--- config.mk ---
export PLATFORM = sky130hd
export DESIGN_NAME = branch_seq_ctrl
export DESIGN_NICKNAME = d
export VERILOG_FILES = /design/src/rtl/riscv_pkg.sv /design/src/rtl/branch_cmp.sv /design/src/rtl/branch_seq_ctrl.sv
export SDC_FILE = /design/constraint.sdc
export NUM_CORES = 1
export LEC_CHECK = 0
export ABC_AREA = 1
export CORE_MARGIN = 2
export CORE_UTILIZATION = 48
export DETAILED_ROUTE_END_ITERATION = 6
export PLACE_DENSITY = 0.78
export SKIP_CTS_REPAIR_TIMING = 1
export SYNTH_ARGS = -nofsm -noshare
export SYNTH_HDL_FRONTEND = slang
export SYNTH_SLANG_ARGS = --single-unit
--- constraint.sdc ---
create_clock -name clk -period 2.4 [get_ports clk]
set_input_delay 0.24 -clock clk [delete_from_list [all_inputs] [get_ports clk]]
set_output_delay 0.24 -clock clk [all_outputs]
set_load 0.05 [all_outputs]
--- src/rtl/riscv_pkg.sv ---
// Shared RISC-V branch definitions for the fetch-path branch sequencer.
// Contents: branch funct3 encodings, sequencer state type, branch opcode and
// the sequential PC increment.
package riscv_pkg;

  typedef enum logic [2:0] {
    BEQ  = 3'b000,
    BNE  = 3'b001,
    BLT  = 3'b100,
    BGE  = 3'b101,
    BLTU = 3'b110,
    BGEU = 3'b111
  } branch_instr;

  typedef enum logic [1:0] {
    RUN,
    EVAL,
    FLUSH
  } br_state_t;

  localparam logic [6:0]  OPC_BRANCH = 7'b1100011;
  localparam int unsigned PC_STEP    = 4;

endpackage

--- src/rtl/branch_cmp.sv ---
// Branch condition evaluator (purely combinational).
// Ports:
//   funct3  in   branch kind
//   rv1/rv2 in   operand values
//   taken   out  condition holds (0 for reserved encodings)
//   illegal out  funct3 is a reserved branch encoding (010/011)
module branch_cmp
  import riscv_pkg::*;
#(
  parameter int XLEN = 32
) (
  input  logic [2:0]      funct3,
  input  logic [XLEN-1:0] rv1,
  input  logic [XLEN-1:0] rv2,
  output logic            taken,
  output logic            illegal
);

  always_comb begin
    taken   = 1'b0;
    illegal = 1'b0;
    case (funct3)
      BEQ:     taken = (rv1 == rv2);
      BNE:     taken = (rv1 != rv2);
      BLT:     taken = ($signed(rv1) <  $signed(rv2));
      BGE:     taken = ($signed(rv1) >= $signed(rv2));
      BLTU:    taken = (rv1 <  rv2);
      BGEU:    taken = (rv1 >= rv2);
      default: illegal = 1'b1;
    endcase
  end

endmodule

--- src/rtl/branch_seq_ctrl.sv ---
// Branch sequencer between decode and instruction fetch. Owns the fetch PC,
// accepts one instruction per in_valid/in_ready handshake, evaluates branches
// one cycle after acceptance and redirects + flushes fetch when taken.
// Optional build macro: BRANCH_PREDICT_EN (static backward-taken prediction).
// Ports:
//   clk, reset        clock, synchronous active-high reset
//   in_valid/in_ready decode handshake
//   idata, iaddr, imm instruction word, its address, B-type offset
//   rv1, rv2          source operands
//   fetch_ready       fetch consumes pc this cycle
//   pc                next fetch address
//   flush             squash in-flight fetches
//   illegal, misalign, mispredict  one-cycle status pulses
module branch_seq_ctrl
  import riscv_pkg::*;
#(
  parameter int              XLEN         = 32,
  parameter int              FLUSH_CYCLES = 2,
  parameter logic [XLEN-1:0] RESET_PC     = '0
) (
  input  logic            clk,
  input  logic            reset,
  input  logic            in_valid,
  output logic            in_ready,
  input  logic [31:0]     idata,
  input  logic [XLEN-1:0] iaddr,
  input  logic [XLEN-1:0] imm,
  input  logic [XLEN-1:0] rv1,
  input  logic [XLEN-1:0] rv2,
  input  logic            fetch_ready,
  output logic [XLEN-1:0] pc,
  output logic            flush,
  output logic            illegal,
  output logic            misalign,
  output logic            mispredict
);

  localparam logic [3:0]      FLUSH_INIT = 4'(FLUSH_CYCLES - 1);
  localparam logic [XLEN-1:0] STEP       = XLEN'(PC_STEP);

  br_state_t       state_q;
  logic [2:0]      f3_q;
  logic [XLEN-1:0] iaddr_q, imm_q, rv1_q, rv2_q, pc_q;
  logic [3:0]      cnt_q;
  logic            flush_q, illegal_q, misalign_q;

  logic            is_branch, cmp_taken, cmp_illegal, tgt_mis;
  logic [XLEN-1:0] target, seq_pc;

  // Only opcode and funct3 are decoded here.
  logic unused_idata;
  assign unused_idata = ^{idata[31:15], idata[11:7]};

  assign is_branch = (idata[6:0] == OPC_BRANCH);
  assign target    = iaddr_q + imm_q;
  assign seq_pc    = iaddr_q + STEP;
  assign tgt_mis   = (target[1:0] != 2'b00);

  // Evaluate from the captured operands only; decode may change inputs freely
  // once the branch has been accepted.
  branch_cmp #(.XLEN(XLEN)) u_cmp (
    .funct3  (f3_q),
    .rv1     (rv1_q),
    .rv2     (rv2_q),
    .taken   (cmp_taken),
    .illegal (cmp_illegal)
  );

`ifdef BRANCH_PREDICT_EN
  logic pred_q, mispredict_q;
  assign mispredict = mispredict_q;
`else
  assign mispredict = 1'b0;
`endif

  always_ff @(posedge clk) begin
    if (reset) begin
      state_q    <= RUN;
      pc_q       <= RESET_PC;
      f3_q       <= '0;
      iaddr_q    <= '0;
      imm_q      <= '0;
      rv1_q      <= '0;
      rv2_q      <= '0;
      cnt_q      <= '0;
      flush_q    <= 1'b0;
      illegal_q  <= 1'b0;
      misalign_q <= 1'b0;
`ifdef BRANCH_PREDICT_EN
      pred_q       <= 1'b0;
      mispredict_q <= 1'b0;
`endif
    end else begin
      illegal_q  <= 1'b0;
      misalign_q <= 1'b0;
`ifdef BRANCH_PREDICT_EN
      mispredict_q <= 1'b0;
`endif
      case (state_q)
        RUN: begin
          flush_q <= 1'b0;
          if (fetch_ready) pc_q <= pc_q + STEP;
          if (in_valid && is_branch) begin
            f3_q    <= idata[14:12];
            iaddr_q <= iaddr;
            imm_q   <= imm;
            rv1_q   <= rv1;
            rv2_q   <= rv2;
            state_q <= EVAL;
`ifdef BRANCH_PREDICT_EN
            // Backward branches are predicted taken at accept time.
            pred_q <= imm[XLEN-1];
            if (imm[XLEN-1]) begin
              pc_q    <= iaddr + imm;
              flush_q <= 1'b1;
            end
`endif
          end
        end
        EVAL: begin
          flush_q   <= 1'b0;
          state_q   <= RUN;
          illegal_q <= cmp_illegal;
`ifdef BRANCH_PREDICT_EN
          if (pred_q && tgt_mis) begin
            // Fetch went to a bad predicted target: undo it.
            misalign_q <= 1'b1;
            pc_q       <= seq_pc;
            flush_q    <= 1'b1;
            cnt_q      <= FLUSH_INIT;
            state_q    <= FLUSH;
          end else if (cmp_taken && tgt_mis) begin
            misalign_q <= 1'b1;
          end else if (pred_q != cmp_taken) begin
            mispredict_q <= 1'b1;
            pc_q         <= cmp_taken ? target : seq_pc;
            flush_q      <= 1'b1;
            cnt_q        <= FLUSH_INIT;
            state_q      <= FLUSH;
          end
`else
          if (cmp_taken && tgt_mis) begin
            // No redirect: pc keeps its current value.
            misalign_q <= 1'b1;
          end else if (cmp_taken) begin
            pc_q    <= target;
            flush_q <= 1'b1;
            cnt_q   <= FLUSH_INIT;
            state_q <= FLUSH;
          end else begin
            pc_q <= seq_pc;
          end
`endif
        end
        FLUSH: begin
          if (cnt_q == 4'd0) begin
            flush_q <= 1'b0;
            state_q <= RUN;
          end else begin
            cnt_q <= cnt_q - 4'd1;
          end
        end
        default: state_q <= RUN;
      endcase
    end
  end

  assign in_ready = (state_q == RUN);
  assign pc       = pc_q;
  assign flush    = flush_q;
  assign illegal  = illegal_q;
  assign misalign = misalign_q;

endmodule
# Word-level counts from Yosys, hierarchy flattened
# Index checks and enable logic that the tools add are counted.
[op_classes]
n_addsub = 4
order_cmp = 4
n_eq_ne = 16
mux = 20
n_bitwise = 1
n_reduce_logical = 16
[op_table]
columns = ["operator", "n"]
rows = [
  ["two-way mux 32 bit", 3],
  ["adder 32 x 3 -> 32 bit (second input constant)", 2],
  [">= comparator 32 bit", 2],
  ["< comparator 32 bit", 2],
  ["one-hot mux 32 bit (2 select lines)", 1],
  ["adder 32 bit", 1],
  ["equality test 32 bit", 1],
  ["inequality test 32 bit", 1],
  ["equality test 3 bit (second input constant)", 4],
  ["two-way mux 4 bit", 3],
  ["two-way mux 2 bit", 4],
  ["inequality test 2 bit (second input constant)", 4],
  ["one-hot mux 4 bit (2 select lines)", 1],
  ["equality test 7 bit (second input constant)", 1],
  ["one-hot mux 1 bit (6 select lines)", 1],
  ["one-hot mux 2 bit (3 select lines)", 1],
  ["AND reduction 2 bit", 3],
  ["nonzero test 2 bit", 3],
  ["OR reduction 6 bit", 1],
  ["two-way mux 1 bit", 5],
  ["zero test 4 bit", 1],
  ["inequality test 2 x 1 -> 1 bit (second input constant)", 2],
  ["AND reduction 4 bit", 1],
  ["subtractor 4 x 1 -> 4 bit (second input constant)", 1],
  ["11 further kinds", 12],
]
[totals]
regBits = 172
inputBits = 164
out_inout_bits = 37
word_cells = 72

# Depth between registers and ports, before layout
# Gate-level depths: netlist (run 1).
[logic_depth]
ltp_word = 5
depth_mapped = 24

# Hierarchy
# From an unflattened synthesis (run 1), not the netlist that was laid out.
[hier_totals]
cells_unflattened = 1847
hier_area_um2 = 11483.5
[by_module_without_submodules]
columns = ["module", "instances", "cells_per_inst", "area_each_um2", "seq_area_each_um2"]
rows = [
  ["branch_seq_ctrl", 1, 1674, 10463.8, 3443.3],
  ["branch_cmp", 1, 173, 1019.7, 0.0],
]

# Worst setup path after synthesis (run 1)
# No wires, ideal clock.
[synth_timing]
path_type = "register to register"
startpoint = "register pc_q[3], in the netlist pc[3]"
endpoint = "register pc_q[30], in the netlist pc[30]"
t_arrival_ps = 2450
path_slack_ps = -162
stages_incl_launch_ff = 14
period_less_slack_ps = 2562
path_cell_list = "dfxtp_1 > ha_1 > nand2_1 > nor3_2 > nand4_1 > nor3_1 > nand3_1 > nor2_1 > nand4_1 > xor2_1 > nand2_1 > nand2_1 > nor2_1 > nor2_1"
[synth_via]
elab_chain_cells = 3
[synth_lines]
columns = ["item", "line_no", "rtl"]
rows = [
  ["from (decl)", "branch_seq_ctrl.sv:43", "logic [XLEN-1:0] iaddr_q, imm_q, rv1_q, rv2_q, pc_q;"],
  ["from (signal assigned)", "branch_seq_ctrl.sv:102", "if (fetch_ready) pc_q <= pc_q + STEP;"],
  ["from (signal assigned)", "branch_seq_ctrl.sv:146", "pc_q <= target;"],
  ["from (signal assigned)", "branch_seq_ctrl.sv:151", "pc_q <= seq_pc;"],
  ["adder 32 x 3 -> 32 bit", "branch_seq_ctrl.sv:102", ""],
  ["two-way mux 32 bit", "branch_seq_ctrl.sv:102", ""],
  ["one-hot mux 32 bit (2 select lines)", "branch_seq_ctrl.sv:99", "case (state_q)"],
]
# Every way passes these cells. The select of a mux whose other input is x is not followed.
# A chain may end at the register's enable or synchronous reset.

# Worst setup path in the final report (run 1)
[layout_timing]
startpoint = "register rv2_q[25]"
endpoint = "register pc_q[14], in the netlist pc[14]"
[layout_via]
elab_chain_cells = 5
elab_cells_between_ends = 13
[layout_lines]
columns = ["item", "line_no", "rtl"]
rows = [
  ["from (decl)", "branch_seq_ctrl.sv:43", ""],
  ["from (signal assigned)", "branch_seq_ctrl.sv:108", "rv2_q <= rv2;"],
  [">= comparator 32 bit, or another cell as far along", "branch_cmp.sv:28", "BGEU: taken = (rv1 >= rv2);"],
  ["one-hot mux 1 bit (6 select lines) *", "branch_cmp.sv:22", "case (funct3)"],
  ["two-way mux 32 bit or logical AND 1 bit (tied branches)", "branch_seq_ctrl.sv:145, branch_seq_ctrl.sv:142", ""],
  ["two-way mux 32 bit or inequality test 2 bit (tied branches)", "-", ""],
  ["one-hot mux 32 bit (2 select lines) or AND reduction 3 bit (tied branches)", "-", ""],
]
# Mark *: on every way between the ends. The rest lies on a longest branch, timed or not. The select of a mux whose other input is x is not followed.

==> results.md, run 1 <==
- Status: finished, violations left
- Failing checks: setup timing
- Register Area: 3460 sq um
- Pin count of the biggest net entering global routing: 105
- IO Count: 201
- Num rows: 55
- GPL Wtd Cong: 0.915
- Final hold slack: 415 ps
- Global-route wire length before repair: 51400 um
- Sequential area share after synthesis: 0.315
- Maximum vdd drop: 0.000452 V
- Final hold vios: 0
- Fin crit share: 1.08
- Die Y: 155 um
- Worst slack, placed: -265 ps
- Net Count, Synth: 1897
- Crit path DAT: 2980 ps
- CTS tree: yes
- Via count: 11600
- Clock Latency Late Sink: 450 ps
- Final Max Slew Viols: 0
- Clk root buf: clkbuf_16
- PD cells: 466 nW/um^2
- Critical Path RT: 2780 ps
- Startpoint types: register
- Worst-path fanout max: 7
- Multi-input gate area: 6610 sq um
- WL per Instance: 15.0 um
- Die X: 155 um
- Final worst slack: -199 ps
- Cell mode on critical path: nand2_1
- P&R area growth vs syn: 36.0%
- Skew final: 14.4 ps
- Die ar.: 24000 sq um
- Post-route ant nets: 0
- Ys Warns: 0
- Layout cell share with drive strength beyond 1: 0.132
- Via-to-Cell Ratio: 5.22
- First-pass detailed-route iteration total: 5
- CP max stage delay: 330 ps
- CP Cell Sequence: inv_2, ha_4, a21oi_1, o21ai_0, nand2_1, nand2_1, a21oi_4, nand3_1, nand2_1, inv_1, nor2_2, nand3_4, buf_12, buf_12, nand2_1, nand3_2, nand2_1, nor2_1, nor2_1
- Post-synth cell types: 42
- Initial antenna violation count: 0
- Initial core utilization: 0.487
- Crit-path slowest cell: dfxtp_2
- Gr usage total: 0.265
- Worst Tran Pin Value: 579 ps
- Unrepaired setup endpoints after global routing: yes
- DP HPWL: 24900 um
- Worst path bufs/invs: 4
- # nets final: 2148
- Core area: 22500 sq um
- Post-route minimum period: 2600 ps
- Number of synthesized register bits: 172
- Worst-path clk slew: 80 ps
- H-tree Lvls: 4
- Num CTS Buffers: 17
- CP top delay family: simple AND/OR/NAND/NOR gates
- Clock tree buffer depth: 2
- Grt total ovfl: 0
- Min-Delay Path Class: in2reg
- Iteration-0 DRC Markers: 786
- Leakage power total: 6.49 nW
- Diode count: 0
- Max Clock Freq: 385 MHz
- Setup Viol. Count Final: 38
- Synthesized cell area: 10900 sq um
- Kind of critical path: reg2reg
- Max_slew headroom: 0.613
- Fill cells: 1982
- Post-Syn Instances: 1666
- Vias in the first global route: 10700
- Port Buffers: 177
- DR DRC count: 0
- Syn Area/Cell: 6.57 sq um
- Clock tree sinks: 172
- Endpoint type of the worst setup path: register
- Max-Cap Viols: 0
- Total wire length: 33300 um
-- per-stage QoR --
stage | TNS, ps | total power [mW] | std cells | instance area (sq um) | utilization
floorplan | 0 | 3.54 | 1666 | 11000 | -
global placement | -5870 | 3.97 | 2177 | 13800 | 0.614
detailed placement | -8450 | 3.99 | 2177 | 13800 | 0.614
CTS | -10420 | 6.84 | 2209 | 14400 | 0.641
global route | -12450 | 7.19 | 2215 | 14900 | 0.662
finish | -5750 | 6.94 | 2215 | 14900 | 0.662
-- cell usage in the layout (no fill, tap or decap), drive strengths merged, types with 13 or more instances in the layout --
cell type      instances
xnor2                 13
clkbuf                20
nand3                126
a21oi                184
o21ai                168
dfxtp                172
xor2                  57
nor3                  30
clkdlybuf4s50        177
ha                    66
nor2                 153
inv                  263
nand4                 15
buf                  123
nand2                305
-- cell type report --
class                   instances  share of cell area
clock buffers                  17              0.0286
clock inverters                15              0.0128
inverters                     256              0.0651
multi-input cells            1167               0.444
flip-flops and latches        172               0.232
well taps                     285              0.0239
repair buffers                303               0.193
-- cell usage after synthesis, drive strengths merged --
library cell,instances,share of area
o211ai,2,0.0014
xor2,57,0.046
a21boi,5,0.0034
fa,1,0.0018
a21o,8,0.0055
xnor2,13,0.010
inv,255,0.088
o21ai,168,0.077
clkinv,1,0.00034
o21a,2,0.0014
nand4,15,0.0086
nor4,9,0.0051
a2bb2oi,1,0.00080
ha,66,0.075
dfxtp,172,0.31
o221ai,1,0.00080
nor3b,1,0.0011
a21oi,184,0.084
nand2,305,0.11
clkbuf,55,0.019
a31oi,1,0.00057
nand3,126,0.059
buf,16,0.0088
or2,2,0.0011
o21bai,2,0.0014
nor2,153,0.054
conb,1,0.00034
nor3,30,0.016
nand3b,12,0.0082
a211oi,2,0.0014
-- registers in the layout, indices dropped and copies added, names as in the netlist --
name	flops
pc	32
state_q	2
flush	1
misalign	1
imm_q	32
illegal	1
f3_q	3
rv1_q	32
cnt_q	4
rv2_q	32
iaddr_q	32
-- where the power goes --
part	leakage [nW]	total [mW]	internal [mW]	switching [mW]
sequential	1.40	2.94	2.90	0.0430
combinational	4.80	1.11	0.529	0.586
clock	0.295	2.89	1.43	1.46
total	6.49	6.94	4.86	2.09
-- per-layer routing --
metal  wire (um)  vias up  global-route usage
li1            -     5901                   -
met1       14500     5253               0.343
met2       15700      353               0.448
met3        2370       56              0.0557
met4         739        0              0.0736
met5           0        -                   0
-- tightest hold or removal path: cells and delay by family --
family                 cells  cell delay (ps)
buffers and inverters      1              390
AO/OA/AOI/OAI              2              200
-- kinds of logic (layout without fill, tap and decap cells) --
logic type,Yosys count,after routing,share of synthesized area
other,1,1,0.000343
flip-flops,172,172,0.315
adder cells (fa/ha/maj),67,67,0.0773
AO/OA/AOI/OAI,376,376,0.177
XOR/XNOR,70,70,0.0560
AND/OR/NAND/NOR,653,653,0.259
buffers and inverters,327,591,0.116
-- final timing paths --
kind	slack, ps	endpoint	cells after the start	from
setup reg to reg	-200	pc[14]	19	rv2_q[25]
hold reg to reg	460	rv1_q[12]	2	rv1_q[12]
hold / removal	420	rv2_q[13]	3	rv2[13]
setup / recovery	-200	pc[14]	19	rv2_q[25]
Power figures use the tool's default switching activity.
==> inputs of run 2 (changes only) <==
--- a/config.mk
+++ b/config.mk
@@ -7,10 +7,11 @@
 export LEC_CHECK = 0
 export ABC_AREA = 1
 export CORE_MARGIN = 2
-export CORE_UTILIZATION = 48
+export CORE_UTILIZATION = 49
 export DETAILED_ROUTE_END_ITERATION = 6
-export PLACE_DENSITY = 0.78
+export PLACE_DENSITY = 0.79
 export SKIP_CTS_REPAIR_TIMING = 1
 export SYNTH_ARGS = -nofsm -noshare
 export SYNTH_HDL_FRONTEND = slang
+export SYNTH_HIERARCHICAL = 1
 export SYNTH_SLANG_ARGS = --single-unit
==> results.md, run 2 <==
- Die ar.: 24700 sq um
- Initial core utilization: 0.494
- Maximum vdd drop: 0.000414 V
- Net Sw Power: 2.04 mW
- Ys Warns: 6
- IO Count: 201
- Post-route minimum period: 2850 ps
- Clock tree buffer depth: 2
- Pin count of the biggest net entering global routing: 99
- Setup Viol. Count Final: 37
- Max Clock Freq: 351 MHz
- Die X: 157 um
- Final worst slack: -449 ps
- Top FF cell, synth: dfxtp_1
- Min-Delay Path Class: in2reg
- Status: finished, violations left
- Commonest non-fill, non-tap cell in the layout: nand2_1
- Switching Share: 0.291
- Top cells by area, synth: dfxtp_1 30%, nand2_1 14%, inv_1 11%, a21oi_1 10%, o21ai_0 8.5%
- Fin crit share: 1.19
- Clock tree sinks: 172
- # nets final: 2267
- Leakage power total: 6.54 nW
- Worst Tran Pin Value: 559 ps
- Final Non-Filler Cells: 2369
- Final Power: 7.01 mW
- P&R area growth vs syn: 34.5%
- DP HPWL: 27200 um
- Combinational Power Share: 0.158
- Initial antenna violation count: 1
- First-pass detailed-route iteration total: 5
- Kind of critical path: reg2reg
- Final Max Slew Viols: 0
- Unrepaired setup endpoints after global routing: yes
- Most frequent cells in the layout: 401 x nand2_1, 326 x inv_1, 210 x a21oi_1
- Clk root buf: clkbuf_16
- Post-synth EDFFs: 0
- WL per Instance: 15.6 um
- Syn Area/Cell: 6.22 sq um
- Most numerous cell in the Yosys netlist: nand2_1
- PD cells: 454 nW/um^2
- Final hold vios: 0
- Cell internal pwr: 4.97 mW
- Failing checks: setup timing
- Critical Path RT: 2720 ps
- Synth top area share: 0.300
- H-tree Lvls: 4
- Layout cell share with drive strength beyond 1: 0.138
- Final hold slack: 392 ps
- Clock Latency Late Sink: 460 ps
- Sequential area share after synthesis: 0.300
- Port Buffers: 177
- Core area: 23300 sq um
- Iteration-0 DRC Markers: 1004
- Total wire length: 36900 um
- Register share of total power: 0.422
- Synth top cells by count: 421 x nand2_1, 343 x inv_1, 231 x a21oi_1, 196 x o21ai_0, 172 x dfxtp_1
- DR DRC count: 0
- CTS tree: yes
- Num CTS Buffers: 17
- Post-synth cell types: 43
- Startpoint types: register
- Skew final: 19.1 ps
- Via-to-Cell Ratio: 5.29
- Via count: 12500
- Cell taking the most area after synthesis: dfxtp_1
- Worst-path fanout max: 7
- Crit path DAT: 3170 ps
- Post-route ant nets: 0
- Setup TNS Final: -12950 ps
- Endpoint type of the worst setup path: register
- Synthesized cell area: 11500 sq um
- Global-route wire length before repair: 54100 um
- Number of synthesized register bits: 172
- Clk pwr share: 0.420
- GPL Wtd Cong: 0.991
- Vias in the first global route: 11100
- Gr usage total: 0.276
- Worst-path clk slew: 80 ps
- Placed Cells: 2318
- Max-Cap Viols: 0
- Max_slew headroom: 0.627
- Grt total ovfl: 0
- Num rows: 56
- Post-Syn Instances: 1847
- Die Y: 157 um
- Async SR Flop Fraction: 0
- Net Count, Synth: 2078
## run 2: changes by cell type after synthesis, moves of 29 or more
cell	previous run	this run
nor2_1	148	104
inv_1	253	343
a21oi_1	184	231
o21ai_0	167	196
xor2_1	57	23
nand2_1	302	421
## run 2: logic make-up after synthesis
kind of cell | count (synthesis) | synth area share
AOI/OAI and AO/OA | 454 | 0.202
xor gates and xnor gates | 31 | 0.0236
adders and majority gates | 67 | 0.0737
buffers and inverters | 416 | 0.137
DFF | 172 | 0.300
other | 1 | 0.000327
and+or+nand+nor | 706 | 0.264
## run 2: path summary, 6_finish.rpt
check	startpoint	slack, ps	endpoint	depth (start not counted)
setup / recovery	rv2_q[19]	-450	pc[18]	21
hold / removal	rv2[8]	390	rv2_q[8]	3
setup reg to reg	rv2_q[19]	-450	pc[18]	21
hold reg to reg	rv2_q[15]	450	rv2_q[15]	2
## run 2: power groups by stage
stage | sequential (mW) | clock (mW) | combinational (mW)
6_report | 2.96 | 2.94 | 1.11
5_1_grt | 2.97 | 3.08 | 1.17
3_5_place_dp | 3.02 | 0 | 0.901
3_3_place_gp | 3.02 | 0 | 0.889
4_1_cts | 2.95 | 2.95 | 0.904
2_1_floorplan | 3.11 | 0 | 0.328
## run 2: per-layer routing
layer | up-vias | track usage | routed length [um]
li1 | 6277 | - | -
met1 | 5701 | 0.386 | 16200
met2 | 485 | 0.435 | 17200
met3 | 77 | 0.0441 | 2510
met4 | 0 | 0.0861 | 1040
met5 | - | 0 | 0
## run 2: cell type report
class                           instances  area, sq um
Clock buffer                           17          425
Timing Repair Buffer                  236         2460
Clock inverter                         15          213
Antenna cell                            1         2.50
Inverter                              350         1330
Tap cell                              319          399
Fill cell                            2037         7820
Sequential cell                       172         3470
Multi-Input combinational cell       1259         7150
## run 2: worst max-delay path, cell delays in order, from the launching register on
cell       delay [ps]
dfxtp_2           350
inv_2              50
ha_4              210
nand2_1            90
inv_2              60
nand2_1            80
nand2_1            60
nand2_1            80
nand2_2            80
a21oi_4           240
nand2_2            80
nand2_2            90
nand3_2            90
nand3_4           170
nand2_2            90
nand2_2            80
inv_2              50
a21oi_4           200
clkinv_4          170
clkbuf_16         200
o21ai_2           120
a21oi_1            60
## run 2: per-stage QoR
stage | setup WS, ps | utilization | instance area, sq um
after floorplan | -30.9 | - | 11500
after global placement | -191 | 0.595 | 13800
after detailed placement | -386 | 0.595 | 13800
after CTS | -406 | 0.622 | 14500
after global routing | -575 | 0.664 | 15400
final | -449 | 0.664 | 15400
